--- config.mk ---
export PLATFORM = sky130hd
export DESIGN_NAME = mul6_operand_divider
export DESIGN_NICKNAME = d
export VERILOG_FILES = /design/src/rtl/mul6_operand_divider.sv
export SDC_FILE = /design/constraint.sdc
export NUM_CORES = 1
export LEC_CHECK = 0
export ABC_AREA = 0
export CAP_MARGIN = 30
export CORE_UTILIZATION = 45
export DETAILED_ROUTE_END_ITERATION = 12
export PLACE_DENSITY = 0.73
export SETUP_SLACK_MARGIN = 0.15
export SLEW_MARGIN = 25
export SYNTH_ARGS = -nofsm -noshare
export SYNTH_HDL_FRONTEND = slang
export SYNTH_SLANG_ARGS = --single-unit
export TNS_END_PERCENT = 50
--- constraint.sdc ---
create_clock -name clk -period 1.73 [get_ports clk]
set_input_delay 0.173 -clock clk [delete_from_list [all_inputs] [get_ports clk]]
set_output_delay 0.173 -clock clk [all_outputs]
set_load 0.02 [all_outputs]
--- src/rtl/mul6_operand_divider.sv ---
// Sequential restoring divider: recovers a multiplier operand from its product and the other operand.
// Optional saturating result counters are built when MUL6_DIV_PERF_CNT_EN is defined.
module mul6_operand_divider #(
  parameter int W = 6
) (
  input  logic           clk,
  input  logic           rst_n,
  input  logic           in_valid,
  output logic           in_ready,
  input  logic [2*W-1:0] in_prod,
  input  logic [W-1:0]   in_opa,
  output logic           out_valid,
  input  logic           out_ready,
  output logic [W-1:0]   out_quo,
  output logic [W-1:0]   out_rem,
  output logic           out_ovf,
  output logic           out_dbz,
  output logic           busy
`ifdef MUL6_DIV_PERF_CNT_EN
  ,
  input  logic           cnt_clr,
  output logic [15:0]    cnt_done,
  output logic [15:0]    cnt_ovf
`endif
);

  localparam int SW = $clog2(2 * W);

  typedef enum logic [1:0] {IDLE, CALC, DONE} state_t;

  state_t state, state_next;

  logic [2*W-1:0] dvd;
  logic [2*W-1:0] quo;
  logic [W-1:0]   dvs;
  logic [W-1:0]   rem;
  logic [SW-1:0]  step;
  logic [W:0]     shifted;
  logic [W:0]     rem_step;
  logic [2*W-1:0] quo_step;
  logic           qbit;
  logic           last_step;
  logic           accept;
  logic           handshake;

  assign in_ready  = (state == IDLE);
  assign out_valid = (state == DONE);
  assign busy      = (state != IDLE);
  assign accept    = in_ready && in_valid;
  assign handshake = out_valid && out_ready;
  assign last_step = (step == SW'(2 * W - 1));

  // The W+1-bit partial remainder only exists transiently: after each restore it is below the divisor.
  always_comb begin
    shifted  = {rem, dvd[2*W-1]};
    qbit     = (shifted >= {1'b0, dvs});
    rem_step = qbit ? (shifted - {1'b0, dvs}) : shifted;
    quo_step = {quo[2*W-2:0], qbit};
  end

  always_ff @(posedge clk or negedge rst_n) begin
    if (!rst_n) state <= IDLE;
    else        state <= state_next;
  end

  always_comb begin
    state_next = state;
    case (state)
      IDLE: if (in_valid) state_next = (in_opa == '0) ? DONE : CALC;
      CALC: if (last_step) state_next = DONE;
      DONE: if (out_ready) state_next = IDLE;
      default: state_next = IDLE;
    endcase
  end

  always_ff @(posedge clk or negedge rst_n) begin
    if (!rst_n) begin
      dvd     <= '0;
      dvs     <= '0;
      rem     <= '0;
      quo     <= '0;
      step    <= '0;
      out_quo <= '0;
      out_rem <= '0;
      out_ovf <= 1'b0;
      out_dbz <= 1'b0;
    end else begin
      if (accept) begin
        dvd  <= in_prod;
        dvs  <= in_opa;
        rem  <= '0;
        quo  <= '0;
        step <= '0;
        if (in_opa == '0) begin
          out_quo <= '1;
          out_rem <= '0;
          out_ovf <= 1'b0;
          out_dbz <= 1'b1;
        end
      end else if (state == CALC) begin
        dvd  <= dvd << 1;
        rem  <= rem_step[W-1:0];
        quo  <= quo_step;
        step <= step + SW'(1);
        if (last_step) begin
          out_quo <= quo_step[W-1:0];
          out_rem <= rem_step[W-1:0];
          out_ovf <= |quo_step[2*W-1:W];
          out_dbz <= 1'b0;
        end
      end
    end
  end

`ifdef MUL6_DIV_PERF_CNT_EN
  // Clear wins over a coincident increment; both counters stick at all ones.
  always_ff @(posedge clk or negedge rst_n) begin
    if (!rst_n) begin
      cnt_done <= '0;
      cnt_ovf  <= '0;
    end else if (cnt_clr) begin
      cnt_done <= '0;
      cnt_ovf  <= '0;
    end else if (handshake) begin
      if (cnt_done != 16'hFFFF) cnt_done <= cnt_done + 16'd1;
      if (out_ovf && (cnt_ovf != 16'hFFFF)) cnt_ovf <= cnt_ovf + 16'd1;
    end
  end
`endif

endmodule

==> impl_metrics.yaml <==
status:
  status: "finished with violations"
  violations: "setup timing"
min_path:
  min_to: "dvs[2]$_DFFE_PN0P_"
  whs_path_depth: 3
  hold_class: "primary input to flop"
  hold_start: "in_opa[2]"
yosys:
  ys_ff_latch: 55
  syn_inst: 267
  synth_flop_cell: "dfrtp_1"
  synth_warnings: 0
  synth.avg_cell_area_um2: 9.63
  netlist_area_um2: 2570
  netlist_top_cells_area: "dfrtp_1 54%, nand2_1 11%, o21ai_0 6.2%"
  synth_cell_type_count: 42
  synth-edff-count: 0
  synth_top_cell_by_area: "dfrtp_1"
  synth-async-reset-ratio_pct: 100
  synth_top_cell_area_share_pct: 53.6
  syn_nets: 297
  synth_seq_area_share_pct: 53.6
floorplan:
  die_h_um: 77.6
  die_x_um: 77.6
  start_util_pct: 46.7
  io_pins: 39
  core_area_um2: 5510
  die_area_um2: 6020
  rows: 27
grt:
  grt_overflow: 0
  grt_util_met2_pct: 32.3
  antenna_found_initial: 0
  grt_pass1_vias: 2075
  use_met1_pct: 28.6
  grt_usage_pct: 20.7
  use_met3_pct: 4.82
  grt_pass1_wl_um: 9690
  grt_max_degree: 39
  grt_busiest_layer: "met2"
timing:
  max_slew_margin_pct: 71.9
  hold_viol_final: 0
  max_freq_ghz: 0.543
  final.setup.tns_ns: -0.327
  drv_slew: 0
  period_share_pct: 107
  finClkSkew_ns: 0.00810
  timing.final.ws_setup_ns: -0.113
  worst_slew_pin_slew_ns: 0.420
  finalSetupViolations: 6
  hold_slack_ns: 0.155
  min_period_ns: 1.84
  rsz0062_at_grt: "true"
drt:
  first_pass_iters: 4
  route.detailed.drc: 0
  num_vias: 2148
  dr.first_iter.drc_count: 111
  wl_per_cell_um: 14.4
  wl_um: 5950
  via_per_inst: 5.20
  ant_nets: 0
placed_design:
  io_buffers: 38
  place_ws_ns: -0.170
  gp_congestion: 0.744
  hpwl_um: 4010
  dpl-instance-area_um2: 3280
setup_path:
  crit_path_end_kind: "flop"
  slowest_stage: "dfrtp_1"
  critPathMostFrequentCell: "inv_2"
  start_kind: "flop"
  worstReg2RegStart: "dvd[11]$_DFFE_PN0P_"
  cp_data_arrival_time_ns: 2.06
  cp.required_ns: 1.94
  timing.rr.end: "out_rem[4]$_DFFE_PN0P_"
  r2r_setup_slack_ns: -0.11
  path_class: "flop to flop"
  crit_chain: "inv_2 -> ha_4 -> inv_2 -> fa_2 -> a21o_2 -> a21oi_2 -> xnor2_1 -> mux2i_1 -> o21ai_1"
  worst_r2r_path_depth: 9
  slowest_delay_ns: 0.40
  worstPathMaxFanout: 3
layout:
  nFillCells: 427
  drive_gt1_share_pct: 25.2
  areaGrowthSynthToFinish_pct: 39.4
  layout_commonest_cell: "nand2_1"
  layout_common_cells: "72 x nand2_1, 55 x dfrtp_1, 35 x buf_4"
  diodes: 0
  fin_area_um2: 3580
  final_nets: 370
power:
  p_per_area_nw_per_um2: 2120
  p_leak_nw: 1.68
  ir_drop_mv: 0.834
clock_network:
  cts_tree: "yes"
  htreeDepth: 2
  cts_buffers: 5
  cts.reportedPaths.clkPinSlew_ns: 0.10
  cts.sinks: 55
  cts.path.max_buffers: 2
  clkLatencyLatePin_ns: 0.32
  clockRootBuffer: "clkbuf_8"
flow_run:
  max_cap_violations: 0
worst max path at each step:
stage,slack (ns),end,startpoint
after floorplan,0.002,out_rem[4]$_DFFE_PN0P_,dvd[11]$_DFFE_PN0P_
after global placement,-0.14,out_quo[1]$_DFFE_PN0P_,in_opa[3]
after detailed placement,-0.17,out_rem[4]$_DFFE_PN0P_,dvd[11]$_DFFE_PN0P_
after CTS,-0.10,rem[4]$_DFFE_PN0P_,dvd[11]$_DFFE_PN0P_
after global routing,-0.23,out_rem[4]$_DFFE_PN0P_,dvd[11]$_DFFE_PN0P_
final,-0.11,out_rem[4]$_DFFE_PN0P_,dvd[11]$_DFFE_PN0P_
power breakdown:
part | internal (mW) | leakage, nW | switching (mW)
registers | 1.90 | 0.679 | 0.396
logic | 2.21 | 0.939 | 2.19
clock network | 0.439 | 0.0587 | 0.448
total | 4.54 | 1.68 | 3.03
critical path, delay by kind of cell (launching register included):
family	cells	cell delay (ns)
fa+ha+maj	2	0.48
compound gates	3	0.41
buf+inv	2	0.12
mux	1	0.24
flops	1	0.40
xor+xnor	1	0.09
cells in the mapped netlist (2+ instances only):
cell type,number
dfrtp_1,55
xnor2_1,2
nand3_1,9
o21a_1,2
ha_1,7
nand2b_1,3
clkbuf_1,8
nand2_1,74
inv_1,10
nor2b_1,4
o21ai_1,2
xor2_1,2
nor2_1,6
buf_2,4
mux2i_1,5
a21oi_1,2
a22oi_1,11
buf_6,2
o21ai_2,2
o21ai_0,32
o22a_1,3
o22ai_1,2
final cells by class:
| type | instances | area (µm²) | area share, % |
|---|---|---|---|
| clock buffers | 5 | 68.8 | 1.92 |
| clock inverters | 3 | 47.5 | 1.33 |
| inverters | 10 | 37.5 | 1.05 |
| multi-input cells | 188 | 1230 | 34.3 |
| flip-flops and latches | 55 | 1380 | 38.4 |
| well taps | 72 | 90.1 | 2.51 |
| repair buffers | 80 | 734 | 20.5 |
per-layer routing:
layer	vias to the layer above	wire, µm
met5	-	0
met4	0	69
met3	6	206
met2	46	2770
met1	1045	2910
li1	1051	-
flip-flops by register name, indices dropped and copies added, names as in the netlist:
name and flops:
dvs 6, dvd 12, out_dbz 1, quo 11
step 4, state 2, out_rem 6, out_ovf 1
rem 6, out_quo 6
stage by stage:
stage | utilization (%) | power, mW | cells
after floorplan | - | 4.74 | 267
after global placement | 59.5 | 6.08 | 396
after detailed placement | 59.5 | 6.19 | 396
after CTS | 63.1 | 7.35 | 408
after global routing | 65.1 | 8.15 | 413
final | 65.1 | 7.58 | 413
cell families (layout without fill, tap and decap cells):
logic type,after synthesis,after routing,share of synthesized area [%]
AND/OR/NAND/NOR,105,105,18.1
buffers and inverters,25,98,4.43
multiplexers,6,6,2.53
flip-flops,55,55,53.6
XOR/XNOR,4,4,1.36
AO/OA/AOI/OAI,64,65,15.9
adder cells (fa/ha/maj),8,8,4.19
timing repair:
| item | in CTS | in global routing |
|---|---|---|
| resized for setup | 27 | 15 |
| hold buffers | 1 | 0 |
| setup endpoints to repair | 48 | 49 |
| cloned | 0 | 1 |
| pin swaps | 14 | 10 |
| buffers inserted | 3 | 4 |
| endpoints found under the hold margin | 17 | 0 |
Note: power is estimated with default switching activity, not from simulation.
